[config.mk]
export PLATFORM = sky130hd
export DESIGN_NAME = display_mode_sequencer
export DESIGN_NICKNAME = d
export VERILOG_FILES = /design/src/rtl/display_mode_sequencer_pkg.sv /design/src/rtl/display_mode_sequencer_tick_divider.sv /design/src/rtl/display_mode_sequencer.sv
export SDC_FILE = /design/constraint.sdc
export NUM_CORES = 1
export LEC_CHECK = 0
export ABC_AREA = 1
export BUFFER_PORTS_ARGS = -buffer_cell sky130_fd_sc_hd__buf_2
export CAP_MARGIN = 5
export CORE_MARGIN = 8
export CORE_UTILIZATION = 45
export CTS_CLUSTER_DIAMETER = 60
export DETAILED_ROUTE_END_ITERATION = 10
export PLACE_DENSITY = 0.59
export SLEW_MARGIN = 0
export SYNTH_ARGS = -nofsm -noshare
export SYNTH_HDL_FRONTEND = slang
export SYNTH_SLANG_ARGS = --single-unit
[constraint.sdc]
create_clock -name i_Clk -period 4.65 [get_ports i_Clk]
set_input_delay 0.93 -clock i_Clk [delete_from_list [all_inputs] [get_ports i_Clk]]
set_output_delay 0.93 -clock i_Clk [all_outputs]
set_load 0.01 [all_outputs]
[src/rtl/display_mode_sequencer_pkg.sv]
// display_mode_sequencer_pkg: shared state codes, segment masks and switch patterns
//   STATE_WIDTH / state_t      : state code carried on o_State
//   SEGMENT_A..SEGMENT_G       : one-hot segment masks (bit0 = A .. bit6 = G)
//   COMBO/HOLD/RELEASE_PATTERN : switch patterns that drive mode changes
package display_mode_sequencer_pkg;
    localparam int STATE_WIDTH = 3;
    typedef enum logic [STATE_WIDTH-1:0] {
        STATE_INIT       = 3'd0,
        STATE_SWITCH     = 3'd1,
        STATE_BIT        = 3'd2,
        STATE_RESET_WAIT = 3'd3,
        STATE_AUTO       = 3'd4
    } state_t;
    localparam logic [6:0] SEGMENT_A = 7'b0000001;
    localparam logic [6:0] SEGMENT_B = 7'b0000010;
    localparam logic [6:0] SEGMENT_C = 7'b0000100;
    localparam logic [6:0] SEGMENT_D = 7'b0001000;
    localparam logic [6:0] SEGMENT_E = 7'b0010000;
    localparam logic [6:0] SEGMENT_F = 7'b0100000;
    localparam logic [6:0] SEGMENT_G = 7'b1000000;
    localparam logic [3:0] COMBO_PATTERN   = 4'b1001;
    localparam logic [3:0] HOLD_PATTERN    = 4'b1111;
    localparam logic [3:0] RELEASE_PATTERN = 4'b0000;
    // The chase only walks the six outer segments; G is never lit.
    function automatic logic [6:0] next_chase(input logic [6:0] seg);
        return seg == SEGMENT_F ? SEGMENT_A : seg << 1;
    endfunction
    function automatic int cnt_width(input int n);
        return n > 1 ? $clog2(n) : 1;
    endfunction
endpackage

[src/rtl/display_mode_sequencer_tick_divider.sv]
// Tick_Divider: one-cycle step pulse every CLKS_PER_STEP clocks
//   i_Clk   : system clock
//   i_Rst_L : asynchronous active-low reset
//   i_Clear : holds the divider at count 0 and suppresses the pulse
//   o_Tick  : high for the last clock of each step
module Tick_Divider
    import display_mode_sequencer_pkg::*;
#(
    parameter int CLKS_PER_STEP = 3125000
) (
    input  logic i_Clk,
    input  logic i_Rst_L,
    input  logic i_Clear,
    output logic o_Tick
);
    localparam int W = cnt_width(CLKS_PER_STEP);
    localparam logic [W-1:0] LAST = W'(CLKS_PER_STEP - 1);
    logic [W-1:0] count;
    assign o_Tick = !i_Clear && count == LAST;
    always_ff @(posedge i_Clk or negedge i_Rst_L) begin
        if (!i_Rst_L) count <= '0;
        else count <= (i_Clear || o_Tick) ? '0 : count + 1'b1;
    end
endmodule

[src/rtl/display_mode_sequencer.sv]
// display_mode_sequencer: power-up chase, mode cycling and hold-to-reset control
//   i_Clk      : system clock
//   i_Rst_L    : asynchronous active-low reset
//   i_Switches : debounced switch levels, bit0 = switch 1
//   o_State    : registered state code
//   o_Segments : one-hot chase segments during INIT, zero otherwise
//   o_Auto_Run : high only while in AUTO
module display_mode_sequencer
    import display_mode_sequencer_pkg::*;
#(
    parameter int CLKS_PER_STEP = 3125000,
    parameter int INIT_STEPS    = 12,
    parameter int HOLD_CLKS     = 50000000
) (
    input  logic                   i_Clk,
    input  logic                   i_Rst_L,
    input  logic [3:0]             i_Switches,
    output logic [STATE_WIDTH-1:0] o_State,
    output logic [6:0]             o_Segments,
    output logic                   o_Auto_Run
);
    localparam int SW = cnt_width(INIT_STEPS);
    localparam int HW = cnt_width(HOLD_CLKS);
    localparam logic [SW-1:0] LAST_STEP = SW'(INIT_STEPS - 1);
    localparam logic [HW-1:0] LAST_HOLD = HW'(HOLD_CLKS - 1);
    state_t state, state_next;
    logic [SW-1:0] step;
    logic [HW-1:0] hold;
    logic [3:0] prev_switches;
    logic tick, combo, holding, hold_done, stay_init;
    // The divider idles at zero outside INIT, so every entry to INIT starts a full step.
    Tick_Divider #(.CLKS_PER_STEP(CLKS_PER_STEP)) u_tick (
        .i_Clk   (i_Clk),
        .i_Rst_L (i_Rst_L),
        .i_Clear (state != STATE_INIT),
        .o_Tick  (tick)
    );
    always_comb begin
        holding   = i_Switches == HOLD_PATTERN && state != STATE_RESET_WAIT;
        hold_done = holding && hold == LAST_HOLD;
        combo     = i_Switches == COMBO_PATTERN && prev_switches != COMBO_PATTERN;
        state_next = STATE_INIT;
        case (state)
            STATE_INIT:       state_next = tick && step == LAST_STEP ? STATE_AUTO : STATE_INIT;
            STATE_AUTO:       state_next = combo ? STATE_SWITCH : STATE_AUTO;
            STATE_SWITCH:     state_next = combo ? STATE_BIT : STATE_SWITCH;
            STATE_BIT:        state_next = combo ? STATE_AUTO : STATE_BIT;
            STATE_RESET_WAIT: state_next = i_Switches == RELEASE_PATTERN ? STATE_INIT : STATE_RESET_WAIT;
            default:          state_next = STATE_INIT;
        endcase
        // A completed hold overrides every other transition.
        if (hold_done) state_next = STATE_RESET_WAIT;
        stay_init = state == STATE_INIT && state_next == STATE_INIT;
    end
    always_ff @(posedge i_Clk or negedge i_Rst_L) begin
        if (!i_Rst_L) begin
            state         <= STATE_INIT;
            step          <= '0;
            hold          <= '0;
            prev_switches <= '0;
            o_Segments    <= SEGMENT_A;
            o_Auto_Run    <= 1'b0;
        end else begin
            state         <= state_next;
            prev_switches <= i_Switches;
            o_Auto_Run    <= state_next == STATE_AUTO;
            hold          <= holding && !hold_done ? hold + 1'b1 : '0;
            step          <= !stay_init ? '0 : tick ? step + 1'b1 : step;
            o_Segments    <= state_next != STATE_INIT ? '0 :
                             !stay_init ? SEGMENT_A :
                             tick ? next_chase(o_Segments) : o_Segments;
        end
    end
    assign o_State = state;
endmodule

==> results.cfg, run 1 <==
[global_route]
use_met2 = 0.2398
grt.met1_usage = 0.2001
initial_antenna_violation_count = 0
global_route.usage.total = 0.1525
grt_util_met3 = 0.03479
remaining_global_route_overflow = 0
maximum_number_of_pins_on_one_net_before_global_route_repair = 43
vias_in_the_first_global_route = 2932
gr-max-usage-layer = met2
grt_pass1_wl_um = 13970

[clock_tree]
tritoncts.num_buffers = 9
postCtsResizedCells = 0
worst_setup_hold_path_clk_slew_ns = 0.07
hold_buffers = 0
clkSinkCount = 67
cts_post_setup_buffers_inserted = 0
tritoncts_clock_tree = yes
clock_root_buffer_master = sky130_fd_sc_hd__clkbuf_8
clock_tree.htree_level_count = 3
ctsLongestPathBuffers = 2
clock_insertion_delay_worst_skew_ns = 0.34

[layout]
final_layout_size_suffix_gt1_frac = 0.1992
layout.nets = 491
area.growth.synth_to_final_pct = 10.45
n_antenna_cell = 0

[placement]
io_buffer_count = 16
place_congestion = 0.8401
dp_hpwl_um = 6195

[floorplanning]
dieArea_mm2 = 0.01141
row_count = 33
die_h_um = 106.8
coreArea_mm2 = 0.008093
initial_core_utilization = 0.4587
die_width_um = 106.8
ioPinCount = 17

[worst_setup_path]
cp_data_required_time_ns = 4.93
critical_path_class = input pin to flip-flop
count_of_buffer_and_inverter_cells_on_the_critical_path = 3
critical-path-slowest-cell = sky130_fd_sc_hd__nor2_4
critPathLaunchType = input pin
critical_path_arrival_ns = 2.34
list_of_cells_traversed_by_the_critical_path = buf_2 -> inv_1 -> nand2_1 -> nor2_4 -> nand2_1 -> nand2_1 -> nand2_2 -> nor2_4 -> nand3_2 -> inv_2 -> nand2_4 -> nor2_4 -> nand2_1 -> nand2_1
critical-path-max-stage-delay_ns = 0.30
crit_path_end_kind = flip-flop
critical_path.max_fanout = 11
cpMostUsedCell = sky130_fd_sc_hd__nand2_1
timing.critical_path.max_delay_family = simple AND/OR/NAND/NOR gates

[power_and_ir_drop]
design_power_w = 0.001391
vdd_ir_drop_max_mv = 0.1735
p_per_area_mw_per_mm2 = 339.3
leakage_nw = 1.817

[drt]
drt_pass1_iterations = 4
vias_per_cell = 5.096
drt-total-wl_um = 8190
detail_route.iter0.violations = 125
route.antenna.remaining_nets = 0
detailroute.via_count = 3017
routedWlPerCell_um = 13.83
post_detailed_route_drc_marker_count = 0

[sta]
timing.final.max_slew_violations = 0
timing.final.setup_violations = 0
setup_tns_final_ns = 0
setup_skew_after_layout_ns = 0.007190
max-slew-margin-rel = 0.3590
hold_viol = 0
slew_worst_pin_ns = 0.9615
rsz0062_at_grt = no
maxClockFrequency_mhz = 486.7
fin_crit_ns = 2.054
final_min_period_over_clock_period = 0.4418

[synthesis]
synth_sequential_area_ratio = 0.4520
yosysUniqueCellTypes = 34
ys_ff_latch = 67
yosysWarningCount = 0
synth.net_count = 467
post_synth_inst_count = 458
avgSynthCellArea_um2 = 8.105
post_synth_instance_area_mm2 = 0.003712

[flow_run]
max_cap_viol_count = 0

[hold_path]
hold_crit_class = flip-flop to flip-flop

[outcome]
outcome = complete, no violations
==> path summary, 6_finish.rpt <==
| path | to | slack (ns) | cells past startpoint | start |
|---|---|---|---|---|
| max in group asynchronous | o_Segments[0] | 2.96 | 2 | i_Rst_L |
| min in group asynchronous | hold[10] | 0.74 | 1 | i_Rst_L |
| max | step[2] | 2.60 | 14 | i_Switches[2] |
| min reg2reg | u_tick.count[0] | 0.47 | 1 | u_tick.count[0] |
| max reg2reg | hold[2] | 2.71 | 10 | hold[0] |
| min | u_tick.count[0] | 0.47 | 1 | u_tick.count[0] |
==> worst reg2reg max path, stage by stage, from the launching register on <==
cell,delay [ns]
sky130_fd_sc_hd__dfrtp_1,0.40
sky130_fd_sc_hd__ha_1,0.21
sky130_fd_sc_hd__nand2_2,0.08
sky130_fd_sc_hd__nor2_4,0.14
sky130_fd_sc_hd__nand4_2,0.12
sky130_fd_sc_hd__nor2_2,0.14
sky130_fd_sc_hd__nand2_1,0.08
sky130_fd_sc_hd__nand2_2,0.29
sky130_fd_sc_hd__inv_1,0.21
sky130_fd_sc_hd__o21ai_0,0.12
sky130_fd_sc_hd__a21oi_1,0.06
==> final cells by class <==
cell class | count | area [um2]
inverters | 48 | 180.2
clock buffers | 12 | 155.1
flip-flops and latches | 67 | 1678
clock inverters | 4 | 48.80
multi-input cells | 339 | 1819
fillers | 824 | 3993
well taps | 105 | 131.4
repair buffers | 17 | 87.58
==> metal layers <==
| metal | vias to the layer above | part of all wire |
|---|---|---|
| met4 | 0 | 0.015 |
| met2 | 56 | 0.46 |
| li1 | 1546 | - |
| met3 | 11 | 0.042 |
| met5 | - | 0 |
| met1 | 1404 | 0.49 |
==> cells in the mapped netlist (all sizes together) <==
| cell | count | area [um2] |
|---|---|---|
| and3b | 1 | 8.760 |
| nor3 | 20 | 143.9 |
| nor3b | 2 | 15.01 |
| o21ai | 12 | 60.05 |
| xor2 | 12 | 105.1 |
| nand4 | 19 | 125.1 |
| a211oi | 1 | 7.510 |
| nand2 | 117 | 509.2 |
| dfrtp | 66 | 1652 |
| and3 | 3 | 18.77 |
| ha | 3 | 37.54 |
| dfstp | 1 | 26.28 |
| xnor2 | 5 | 43.79 |
| nor4 | 10 | 62.56 |
| nand3b | 1 | 11.26 |
| a21oi | 20 | 100.1 |
| nand3 | 21 | 125.1 |
| a31oi | 4 | 25.02 |
| nor2 | 86 | 405.4 |
| or2 | 1 | 8.760 |
| inv | 48 | 180.2 |
| buf | 4 | 35.03 |
| and2 | 1 | 6.260 |
==> cells in the final DEF (no fill, tap or decap), types with 4 or more instances in the layout <==
master | synthesis | routed
sky130_fd_sc_hd__inv_1 | 37 | 37
sky130_fd_sc_hd__a21oi_1 | 20 | 20
sky130_fd_sc_hd__buf_2 | 3 | 16
sky130_fd_sc_hd__nand3_1 | 17 | 17
sky130_fd_sc_hd__nor2_4 | 7 | 7
sky130_fd_sc_hd__xnor2_1 | 5 | 5
sky130_fd_sc_hd__xor2_1 | 12 | 12
sky130_fd_sc_hd__nor3_1 | 15 | 15
sky130_fd_sc_hd__nor2_1 | 67 | 67
sky130_fd_sc_hd__nor4_1 | 10 | 10
sky130_fd_sc_hd__nor2_2 | 12 | 12
sky130_fd_sc_hd__nand2_2 | 19 | 19
sky130_fd_sc_hd__clkbuf_8 | 0 | 11
sky130_fd_sc_hd__o21ai_1 | 7 | 7
sky130_fd_sc_hd__nand4_1 | 18 | 18
sky130_fd_sc_hd__o21ai_0 | 5 | 5
sky130_fd_sc_hd__nand3_2 | 4 | 4
sky130_fd_sc_hd__a31oi_1 | 4 | 4
sky130_fd_sc_hd__inv_2 | 11 | 11
sky130_fd_sc_hd__nand2_1 | 95 | 95
sky130_fd_sc_hd__dfrtp_1 | 66 | 66
==> logic make-up after synthesis <==
logic type | share of synthesized area
buffers and inverters | 0.05797
AO/OA/AOI/OAI | 0.05190
adder cells (fa/ha/maj) | 0.01011
AND/OR/NAND/NOR | 0.3879
XOR/XNOR | 0.04011
flip-flops | 0.4520
==> flip-flops by register name, summed over array words and instances (netlist names) <==
register	cells
prev_switches	4
hold	26
u_tick.count	22
step	4
o_Segments	7
o_Auto_Run	1
o_State	3
==> stage by stage <==
stage	setup slack [ns]	hold WS, ns	utilization	cells	instance area [um2]
2_1_floorplan	2.589	0.4329	-	458	3712
3_3_place_gp	2.270	0.4566	0.4814	576	3896
3_5_place_dp	2.235	0.4541	0.4814	576	3896
4_1_cts	2.603	0.4702	0.5066	592	4100
5_1_grt	2.451	0.5026	0.5066	592	4100
6_report	2.596	0.4678	0.5066	592	4100
==> power breakdown <==
group,switching (W),internal [W]
registers,0.0000326,0.000613
logic,0.000176,0.0000702
clock network,0.000223,0.000276
total,0.000431,0.000960
No activity file was read; power rests on OpenSTA's default activity.
==> run 2: changes to the inputs <==
==> constraint.sdc (replaced) <==
create_clock -name i_Clk -period 1.9 [get_ports i_Clk]
set_input_delay 0.38 -clock i_Clk [delete_from_list [all_inputs] [get_ports i_Clk]]
set_output_delay 0.38 -clock i_Clk [all_outputs]
set_load 0.01 [all_outputs]
==> results.cfg, run 2 (same netlist as run 1, synthesis figures left out) <==
[outcome]
outcome = complete, no violations

[drt]
drt_pass1_iterations = 4
drt-total-wl_um = 8294
vias_per_cell = 5.066
routedWlPerCell_um = 13.60
post_detailed_route_drc_marker_count = 0
detailroute.via_count = 3090
detail_route.iter0.violations = 114
route.antenna.remaining_nets = 0

[sta]
max-slew-margin-rel = 0.6621
fin_crit_ns = 1.891
timing.final.setup_violations = 0
timing.final.max_slew_violations = 0
rsz0062_at_grt = yes
slew_worst_pin_ns = 0.5030
final_min_period_over_clock_period = 0.9951
maxClockFrequency_mhz = 528.9
hold_viol = 0
setup_skew_after_layout_ns = 0.007896

[worst_setup_path]
critical_path_class = flip-flop to flip-flop
critPathLaunchType = flip-flop
count_of_buffer_and_inverter_cells_on_the_critical_path = 2
critical_path_arrival_ns = 2.16
list_of_cells_traversed_by_the_critical_path = ha_2 -> nand2_2 -> nor2_4 -> nand2_4 -> inv_4 -> nand3b_4 -> or2_4 -> nor2_4 -> buf_4 -> o21ai_1 -> a21oi_1
cp_data_required_time_ns = 2.17
critical_path.max_fanout = 5
timing.critical_path.max_delay_family = simple AND/OR/NAND/NOR gates
cpMostUsedCell = sky130_fd_sc_hd__nor2_4
crit_path_end_kind = flip-flop
critical-path-slowest-cell = sky130_fd_sc_hd__dfrtp_1
critical-path-max-stage-delay_ns = 0.37

[layout]
layout_commonest_cell = sky130_fd_sc_hd__nand2_1
final_cell_mix = sky130_fd_sc_hd__nand2_1, sky130_fd_sc_hd__dfrtp_1, sky130_fd_sc_hd__nor2_1
top_regs = hold (26), u_tick.count (22), o_Segments (7)
final_layout_size_suffix_gt1_frac = 0.2535
largest_register_ffs = 26
layout.nets = 510
n_antenna_cell = 0
area.growth.synth_to_final_pct = 16.45
top_register = hold
fillerInstances = 784
design_area_mm2 = 0.004323

[global_route]
remaining_global_route_overflow = 0
initial_antenna_violation_count = 0
grt_pass1_wl_um = 14490
global_route.usage.total = 0.1582
maximum_number_of_pins_on_one_net_before_global_route_repair = 38
vias_in_the_first_global_route = 3090

[placement]
place_congestion = 0.8551
io_buffer_count = 16
dp_hpwl_um = 6215
placedInstanceArea_mm2 = 0.003961

[floorplanning]
ioPinCount = 17
die_h_um = 106.8
die_width_um = 106.8
row_count = 33
initial_core_utilization = 0.4587
dieArea_mm2 = 0.01141
coreArea_mm2 = 0.008093

[clock_tree]
tritoncts_clock_tree = yes
clock_insertion_delay_worst_skew_ns = 0.34
clock_tree.htree_level_count = 3
clkSinkCount = 67
ctsLongestPathBuffers = 2
worst_setup_hold_path_clk_slew_ns = 0.07
tritoncts.num_buffers = 9
clock_root_buffer_master = sky130_fd_sc_hd__clkbuf_8

[power_and_ir_drop]
vdd_ir_drop_max_mv = 0.5117
leakage_nw = 1.914
design_power_w = 0.003333
p_per_area_mw_per_mm2 = 771.0

[hold_path]
hold_crit_class = input pin to flip-flop

[flow_run]
max_cap_viol_count = 0
==> run 2: cell count changes in the layout (fill, tap and decap cells not counted), moves of 2 or more <==
| cell | previous run | this run |
|---|---|---|
| sky130_fd_sc_hd__nor2_1 | 67 | 64 |
| sky130_fd_sc_hd__nor2_4 | 7 | 9 |
| sky130_fd_sc_hd__buf_4 | 1 | 17 |
| sky130_fd_sc_hd__nand2_2 | 19 | 24 |
| sky130_fd_sc_hd__ha_1 | 3 | 1 |
| sky130_fd_sc_hd__buf_12 | 0 | 2 |
| sky130_fd_sc_hd__nand2_1 | 95 | 89 |
==> run 2: layout make-up <==
cell class,count,area (um2),area share
well taps,105,131.4,0.03039
multi-input cells,339,1912,0.4423
inverters,48,182.7,0.04226
clock inverters,3,15.01,0.003473
repair buffers,36,257.7,0.05962
clock buffers,12,145.1,0.03357
flip-flops and latches,67,1679,0.3884
==> run 2: metal layers <==
metal	vias up	wire [um]	GRT usage
met3	12	277	0.04019
met1	1448	3782	0.1887
met4	0	119	0.05628
li1	1585	-	-
met2	45	4114	0.2695
met5	-	0	0
==> run 2: through the flow <==
step           utilization  hold slack, ns  setup WS [ns]  std cells  TNS [ns]
2_1_floorplan            -         0.08441         0.2267        458         0
3_3_place_gp        0.4895          0.3570        0.06507        583         0
3_5_place_dp        0.4895          0.3663        0.03180        583         0
4_1_cts             0.5105          0.1593        0.02987        599         0
5_1_grt             0.5342          0.1564        -0.1230        610   -0.9223
6_report            0.5342          0.1710       0.009338        610         0
==> run 2: where the power goes <==
| part | switching, W | leakage, nW | internal (W) | total [W] |
|---|---|---|---|---|
| registers | 0.0000838 | 0.915 | 0.00150 | 0.00158 |
| clock network | 0.000524 | 0.0860 | 0.000496 | 0.00102 |
| logic | 0.000453 | 0.914 | 0.000274 | 0.000728 |
| total | 0.00106 | 1.91 | 0.00227 | 0.00333 |
==> run 2: path summary, 6_finish.rpt <==
kind | slack, ns | to | from | cells after the start
max | 0.009 | hold[20] | hold[1] | 11
max reg2reg | 0.009 | hold[20] | hold[1] | 11
min | 0.17 | prev_switches[2] | i_Switches[2] | 1
min reg2reg | 0.50 | o_Segments[0] | o_Segments[0] | 2
max in group asynchronous | 0.76 | o_Segments[0] | i_Rst_L | 3
min in group asynchronous | 0.52 | hold[19] | i_Rst_L | 2
==> run 2: what timing repair did <==
action	4_1_cts	5_1_grt
hold buffers	1	0
endpoints found under the setup margin	0	13
resized for setup	0	23
setup buffers	0	11
endpoints found under the hold margin	17	0
